===== config.mk =====
export PLATFORM = sky130hd
export DESIGN_NAME = spi_bus_arbiter
export DESIGN_NICKNAME = d
export VERILOG_FILES = /design/src/rtl/spi_arb_pkg.sv /design/src/rtl/spi_bus_arbiter_rr_picker.sv /design/src/rtl/spi_bus_arbiter.sv
export SDC_FILE = /design/constraint.sdc
export NUM_CORES = 1
export LEC_CHECK = 0
export ABC_AREA = 1
export CORE_ASPECT_RATIO = 1.4
export CORE_UTILIZATION = 38
export DETAILED_ROUTE_END_ITERATION = 10
export PLACE_DENSITY_LB_ADDON = 0.25
export SYNTH_ARGS = -nofsm -noshare
export SYNTH_HDL_FRONTEND = slang
export SYNTH_HIERARCHICAL = 1
export SYNTH_SLANG_ARGS = --single-unit

===== constraint.sdc =====
create_clock -name clk -period 1.65 [get_ports clk]
set_input_delay 0.2475 -clock clk [delete_from_list [all_inputs] [get_ports clk]]
set_output_delay 0.2475 -clock clk [all_outputs]
set_load 0.01 [all_outputs]

===== src/rtl/spi_arb_pkg.sv =====
// Shared types for the SPI bus arbiter.
//   state_t  : arbiter FSM states
//   owner_w  : width of an owner index for a given requester count
package spi_arb_pkg;

    typedef enum logic [2:0] {
        IDLE,
        SETUP,
        OWN,
        DRAIN,
        HOLD
    } state_t;

    function automatic int unsigned owner_w(input int unsigned n);
        return (n > 1) ? $clog2(n) : 1;
    endfunction

endpackage


===== src/rtl/spi_bus_arbiter_rr_picker.sv =====
// Round-robin priority select.
//   eligible : requesters that may be granted this cycle
//   ptr      : index of the previous grant; search starts just after it
//   onehot   : selected requester (one-hot, zero when none eligible)
//   valid    : a requester was selected
module rr_picker
    import spi_arb_pkg::*;
#(
    parameter int unsigned N_REQ = 2,
    parameter int unsigned OW    = owner_w(N_REQ)
)(
    input  logic [N_REQ-1:0] eligible,
    input  logic [OW-1:0]    ptr,
    output logic [N_REQ-1:0] onehot,
    output logic             valid
);

    always_comb begin
        onehot = '0;
        valid  = 1'b0;
        // Walk ptr+1, ptr+2, ... cyclically; first eligible index wins.
        for (int unsigned k = 1; k <= N_REQ; k++) begin
            for (int unsigned i = 0; i < N_REQ; i++) begin
                if (!valid && eligible[i] && (((32'(ptr) + k) % N_REQ) == i)) begin
                    onehot[i] = 1'b1;
                    valid     = 1'b1;
                end
            end
        end
    end

endmodule


===== src/rtl/spi_bus_arbiter.sv =====
// Shares one spi_master between N_REQ requesters, granting whole transactions.
//   req/gnt                    : level request, one-hot grant (high only while owning)
//   r_start/r_tx_valid/r_tx_data : per-requester byte stream, forwarded for the owner only
//   r_tx_ready/r_rx_valid/r_busy : master handshake routed back to the owner
//   rx_data                    : shared receive byte, qualified by r_rx_valid
//   m_*                        : spi_master side
//   cs_n                       : per-slave active-low chip select with setup/hold spacing
//   timeout_pulse/timeout_id   : forced revoke after MAX_HOLD owned cycles
module spi_bus_arbiter
    import spi_arb_pkg::*;
#(
    parameter int unsigned N_REQ    = 2,
    parameter int unsigned CS_SETUP = 2,
    parameter int unsigned CS_HOLD  = 2,
    parameter int unsigned MAX_HOLD = 65535
)(
    input  logic                 clk,
    input  logic                 rst_n,
    input  logic [N_REQ-1:0]     req,
    output logic [N_REQ-1:0]     gnt,
    input  logic [N_REQ-1:0]     r_start,
    input  logic [N_REQ-1:0]     r_tx_valid,
    input  logic [8*N_REQ-1:0]   r_tx_data,
    output logic [N_REQ-1:0]     r_tx_ready,
    output logic [N_REQ-1:0]     r_rx_valid,
    output logic [N_REQ-1:0]     r_busy,
    output logic [7:0]           rx_data,
    output logic                 m_start,
    output logic                 m_tx_valid,
    output logic [7:0]           m_tx_data,
    input  logic                 m_tx_ready,
    input  logic                 m_rx_valid,
    input  logic [7:0]           m_rx_data,
    input  logic                 m_busy,
    output logic [N_REQ-1:0]     cs_n,
    output logic                 timeout_pulse,
    output logic [1:0]           timeout_id
);

    localparam int unsigned OW    = owner_w(N_REQ);
    localparam int unsigned CMAX0 = (CS_SETUP > CS_HOLD) ? CS_SETUP : CS_HOLD;
    localparam int unsigned CMAX  = (MAX_HOLD > CMAX0) ? MAX_HOLD : CMAX0;
    localparam int unsigned CW    = $clog2(CMAX + 1);

    state_t           state;
    logic [OW-1:0]    owner;
    logic [OW-1:0]    ptr;
    logic [CW-1:0]    cnt;
    logic [N_REQ-1:0] lockout;
    logic [N_REQ-1:0] eligible;
    logic [N_REQ-1:0] pick_oh;
    logic             pick_valid;
    logic [OW-1:0]    pick_idx;
    logic [N_REQ-1:0] own_oh;
    logic             req_owner;
    logic             owning;
    logic             routed;

    assign eligible = req & ~lockout;

    rr_picker #(
        .N_REQ (N_REQ),
        .OW    (OW)
    ) u_picker (
        .eligible (eligible),
        .ptr      (ptr),
        .onehot   (pick_oh),
        .valid    (pick_valid)
    );

    always_comb begin
        pick_idx = '0;
        own_oh   = '0;
        for (int unsigned i = 0; i < N_REQ; i++) begin
            if (pick_oh[i])
                pick_idx = OW'(i);
            if (owner == OW'(i))
                own_oh[i] = 1'b1;
        end
    end

    assign req_owner = |(req & own_oh);
    assign owning    = (state == OWN);
    // An in-flight byte finishing during DRAIN still belongs to the owner.
    assign routed    = (state == OWN) || (state == DRAIN);

    always_comb begin
        m_start    = owning & |(r_start & own_oh);
        m_tx_valid = owning & |(r_tx_valid & own_oh);
        m_tx_data  = '0;
        for (int unsigned i = 0; i < N_REQ; i++) begin
            if (owning && own_oh[i])
                m_tx_data = r_tx_data[8*i +: 8];
        end
        r_tx_ready = owning ? (own_oh & {N_REQ{m_tx_ready}}) : '0;
        r_rx_valid = routed ? (own_oh & {N_REQ{m_rx_valid}}) : '0;
        r_busy     = routed ? (~own_oh | {N_REQ{m_busy}}) : '1;
        rx_data    = m_rx_data;
    end

    always_ff @(posedge clk or negedge rst_n) begin
        if (!rst_n) begin
            state         <= IDLE;
            owner         <= '0;
            ptr           <= OW'(N_REQ - 1);
            cnt           <= '0;
            gnt           <= '0;
            cs_n          <= '1;
            lockout       <= '0;
            timeout_pulse <= 1'b0;
            timeout_id    <= '0;
        end else begin
            timeout_pulse <= 1'b0;
            lockout       <= lockout & req;
            unique case (state)
                IDLE: begin
                    if (pick_valid) begin
                        owner <= pick_idx;
                        ptr   <= pick_idx;
                        cs_n  <= ~pick_oh;
                        cnt   <= '0;
                        state <= SETUP;
                    end
                end
                SETUP: begin
                    if (cnt == CW'(CS_SETUP - 1)) begin
                        cnt   <= '0;
                        gnt   <= own_oh;
                        state <= OWN;
                    end else begin
                        cnt <= cnt + 1'b1;
                    end
                end
                OWN: begin
                    // cnt holds completed OWN cycles minus one; stops at the limit.
                    if (!req_owner) begin
                        gnt   <= '0;
                        state <= DRAIN;
                    end else if (cnt >= CW'(MAX_HOLD - 1)) begin
                        gnt            <= '0;
                        timeout_pulse  <= 1'b1;
                        timeout_id     <= 2'(owner);
                        lockout[owner] <= 1'b1;
                        state          <= DRAIN;
                    end else begin
                        cnt <= cnt + 1'b1;
                    end
                end
                DRAIN: begin
                    if (!m_busy) begin
                        cs_n  <= '1;
                        cnt   <= '0;
                        state <= HOLD;
                    end
                end
                HOLD: begin
                    if (cnt == CW'(CS_HOLD - 1)) begin
                        cnt   <= '0;
                        state <= IDLE;
                    end else begin
                        cnt <= cnt + 1'b1;
                    end
                end
                default: state <= IDLE;
            endcase
        end
    end

endmodule

== Yosys cells after proc, flatten, opt, wreduce, memory -nomap -nowiden ==
Cells that the tools add are included.

* Multiplexer cells: 43
* Order comparisons: 3
* Multiply operators: 0
* Shift-type cells: 0
* Bitwise logic cells: 14
* Div/mod/pow operators: 0
* Reduce and logical (&&, ||, !) cells: 30
* Eq/ne operators: 12
* Add/subtract/negate cells: 3

{| class="wikitable"
|+ Operators with widths
! kind !! number
|-
| 16-bit two-way mux || 5
|-
| 32-bit logical NOT || 2
|-
| 16-bit one-hot mux with 4 select lines || 1
|-
| 2-bit two-way mux || 11
|-
| 3-bit two-way mux || 6
|-
| 16-bit by 1-bit adder with 16-bit output, second input constant || 1
|-
| 16-bit by 1-bit equality test with 1-bit output, second input constant || 1
|-
| 16-bit >= comparator, second input constant || 1
|-
| 8-bit two-way mux || 2
|-
| 3-bit one-hot mux with 5 select lines || 1
|-
| 2-bit AND || 7
|-
| 1-bit two-way mux || 14
|-
| 2-bit inequality test, second input constant || 6
|-
| 1-bit logical AND || 10
|-
| 5-bit AND reduction || 2
|-
| 3-bit AND reduction || 3
|-
| 2-bit one-hot mux with 2 select lines || 2
|-
| 2-bit OR reduction || 4
|-
| 3-bit by 2-bit equality test with 1-bit output, second input constant || 2
|-
| 2-bit NOT || 3
|-
| 2-bit bitwise OR || 2
|-
| 2-bit nonzero test || 2
|-
| 4-bit nonzero test || 1
|-
| 3-bit by 1-bit equality test with 1-bit output, second input constant || 1
|-
| other kinds (11) || 15
|}

* Bits of input ports: 35
* Latch bits: 0
* Memories: 0
* Bits in read-only memories: 0
* Logic and storage cells: 114
* Output and inout port bits: 31
* Bits in writable memories: 0
* Bits in registers: 29

== Longest topological paths before layout ==
* Word-level depth: 19
* Mapped depth: 11
* Gate-level depth less buffers: 11

== Modules after synthesis ==
Netlist, hierarchy kept.

{| class="wikitable"
|+ Modules (own cells, without submodules)
! module !! times used !! cells each !! area each (µm²) !! seq. area each (µm²)
|-
| spi_bus_arbiter || 1 || 357 || 2,267.2 || 729.4
|-
| rr_picker || 1 || 6 || 26.3 || 0.0
|}

== Least setup slack after synthesis ==
Ideal clock, no wire load.

* Path kind: flip-flop to output port
* Start point: register state[0]
* End point: output m_tx_data[5]
* Data required time: 1,402 ps
* Data arrival time: 1,355 ps
* Path slack: 48 ps
* Buffers on the path: 2
* Stages on the path, launching flop included: 8
* Cell sequence: dfrtp_1 -> nor2_1 -> nand2_1 -> inv_1 -> buf_2 -> buf_2 -> nand3_1 -> nand2_1

* Cells in the longest elaborated chain, start to end: 4
* Elaborated cells between the ends (all ways): 5
* Those cells by class: eq/ne: 1; mux: 2; reduce/logical: 2

{| class="wikitable"
|+ RTL lines
! element !! line !! text
|-
| start, declared || spi_bus_arbiter.sv:45 || <nowiki>state_t state;</nowiki>
|-
| start signal, assigned || spi_bus_arbiter.sv:103 || <nowiki>state <= IDLE;</nowiki>
|-
| start signal, assigned || spi_bus_arbiter.sv:122 || <nowiki>state <= SETUP;</nowiki>
|-
| start signal, assigned || spi_bus_arbiter.sv:129 || <nowiki>state <= OWN;</nowiki>
|-
| 3-bit by 2-bit equality test with 1-bit output (*) || spi_bus_arbiter.sv:83 || <nowiki>assign owning = (state == OWN);</nowiki>
|-
| 1-bit logical AND || spi_bus_arbiter.sv:92 || <nowiki>if (owning && own_oh[i])</nowiki>
|-
| 8-bit two-way mux || spi_bus_arbiter.sv:92 ||
|-
| 8-bit two-way mux (*) || spi_bus_arbiter.sv:92 ||
|-
| end, declared || spi_bus_arbiter.sv:30 || <nowiki>output logic [7:0] m_tx_data,</nowiki>
|}

Every way passes the cells marked *; elsewhere a longest branch is shown, timed or not.

== Worst setup path in the final report ==
* Start point: register state[2]
* End point: output m_tx_data[3]

The elaborated chain is that of the path after synthesis.

==> flow_summary.ini <==
[clock_tree]
cts.path.max_buffers = 2
cts_sinks = 29
insertion_delay_ns = 0.29
ctsHoldBuffers = 0
cts_made_buffers = 5
cts_tree = yes
clkTransAtPathRegs_ns = 0.07
cts_root_buf = clkbuf_8
htreeDepth = 2

[placed_design]
dpl.hpwl_um = 5260
portBuffers = 48
postPlaceCellArea_um2 = 3130
place_congestion = 0.899

[worst_hold_path]
hp-class = input port to flop

[layout]
layout.nets = 492
fin_area_um2 = 3570
final_util_pct = 61.4
num_antenna_cells = 0
syn2layout_area_growth_pct = 55.9
drive_gt1_share_pct = 33.2

[drt]
antenna_left = 0
vias_per_cell = 5.26
vias = 2759
wl_per_cell_um = 14.3
dr.pass1.iters = 4
drc = 0
drt-initial-drc-count = 202
wl_um = 7520

[global_route]
first_global_vias = 2619
grt_max_degree = 30
antenna_found_initial = 0
grt_overflow = 0
grt_pass1_wl_um = 11500
track_usage_pct = 24.1

[synthesis]
synthesis.area_um2 = 2290
synthCells = 363
synth_cell_types = 30
yosys.area.top_type = dfrtp_1
synth-edff-count = 0
yosysMostFrequentCell = nand2_1
synth_top_area_share_pct = 28.4
async_flop_share_pct = 100
synth.net_count = 401
avgSynthCellArea_um2 = 6.32
netlist_top_cells_area = dfrtp_1 (28%), nand2_1 (18%), nand3_1 (11%), inv_1 (7.7%), nor2_1 (5.7%)
yosys-top-cells-count = nand2_1 (113), nand3_1 (52), inv_1 (47), nor2_1 (35), dfrtp_1 (26)
synth-main-ff-cell = dfrtp_1
ys_ff_latch = 29
seq_area_frac_synth_pct = 31.8
yosysWarnings = 6

[floorplan]
row_count = 33
fp.dieH_um = 93.9
ios = 66
core_um2 = 5820
die-area_um2 = 6350
start_util_pct = 39.4
die_x_um = 67.7

[sta]
fin_crit_ns = 1.74
setup_violations = 4
hold_viol_final = 0
drv_slew = 0
max_freq_mhz = 574
layout_setup_ws_ns = -0.0913
clock_skew_ns = 0.00617
rsz0062_at_grt = yes
period_share_pct = 106
worst_hold_slack_ns = 0.325

[critical_path]
start_kind = flop
critPathMaxStageDelay_ns = 0.39
path_class = flop to output port
end_kind = output port
slowest_stage = dfrtp_1
path_max_fanout = 5
path_cells = nor2_2 > nand2_2 > inv_4 > buf_12 > buf_8 > nand3_2 > nand2_1 > buf_2
worstPathRequired_ns = 1.40
worstPathArrival_ns = 1.49

[run_status]
violations = setup timing
outcome = complete, but fails checks

[run]
drv_cap = 0

[power_and_ir_drop]
total_power_w = 0.00497
p_leak_nw = 1.85
p_per_area_nw_per_um2 = 1390
vdd.ir_drop.worst_mv = 0.831
## power by group
part	leakage (nW)	total, W	switching, W	internal, W
Sequential	0.378	0.000961	0.0000995	0.000862
Clock	0.0542	0.000665	0.000288	0.000377
Combinational	1.42	0.00335	0.00184	0.00151
Total	1.85	0.00497	0.00223	0.00275
## cells in the final DEF (no fill, tap or decap), drive strengths merged, types with 4 or more instances in the layout
master         Yosys  layout
nand2            117     117
buf               18      69
nand3             52      52
inv               47      47
nor2              37      37
clkdlybuf4s50      0      31
dfrtp             26      26
o21ai             19      19
a21oi             11      11
clkbuf             3       9
nor3               6       6
nand4              6       6
xor2               6       6
o211ai             4       4
## path summary, 6_finish.rpt
kind / cells after the start / slack, ns / to / from
min reg2reg: 2 / 0.48 / ptr$_DFFE_PN1P_ / ptr$_DFFE_PN1P_
max in group asynchronous: 2 / 0.98 / cs_n[0]$_DFFE_PN1P_ / rst_n
min: 4 / 0.33 / lockout[1]$_DFF_PN0_ / req[1]
max reg2reg: 11 / 0.02 / cnt[9]$_DFFE_PN0P_ / cnt[0]$_DFFE_PN0P_
min in group asynchronous: 2 / 0.35 / cnt[6]$_DFFE_PN0P_ / rst_n
max: 8 / -0.09 / m_tx_data[3] / state[2]$_DFFE_PN0P_
## through the flow
step	TNS, ns	instances	setup slack (ns)
2_1_floorplan	0	363	0.0476
6_report	-0.186	525	-0.0913
4_1_cts	-0.372	520	-0.107
3_3_place_gp	-10.00	510	-0.618
5_1_grt	-1.67	525	-0.170
3_5_place_dp	-11.20	510	-0.668
## kinds of logic (layout without fill, tap and decap cells)
family / count (synthesis) / in the layout / synth area share (%)
AND/OR/NAND/NOR: 220 / 220 / 41.0
adder cells (fa/ha/maj): 3 / 3 / 1.64
AO/OA/AOI/OAI: 36 / 36 / 9.27
buffers and inverters: 68 / 160 / 13.9
XOR/XNOR: 6 / 6 / 2.29
flip-flops: 29 / 29 / 31.8
other: 1 / 1 / 0.164
## timing repair
item	CTS	global route
gates resized for setup	71	74
buffers inserted	1	3
pin swaps	2	22
gates cloned	1	3
setup endpoints to repair	27	35
hold endpoints to repair	0	0
## critical path, delay by kind of cell, from the launching register on
family | cells | cell delay [ns]
buffers and inverters | 4 | 0.46
DFF | 1 | 0.39
and+or+nand+nor | 4 | 0.37
## area by class of cell
class | instances | area, µm²
clock buffers | 7 | 96.3
clock inverters | 1 | 5.00
fillers | 539 | 2250
inverters | 47 | 179
multi-input cells | 266 | 1510
flip-flops and latches | 29 | 732
well taps | 70 | 87.6
repair buffers | 105 | 970
## sequential cells by signal, indices dropped and copies added, names as in the netlist
signal,cells
cnt,16
cs_n,2
gnt,2
lockout,2
owner,1
ptr,1
state,3
timeout_id,1
timeout_pulse,1
## routing by layer
layer	global-route usage (%)	wire (µm)	up-vias	part of all wire (%)
met5	0	0	-	0
met2	44.8	4090	92	54
li1	-	-	1325	-
met4	12.2	350	0	4.7
met3	3.52	320	28	4.3
met1	24.9	2760	1314	37
Note: power is estimated with default switching activity, not from simulation.
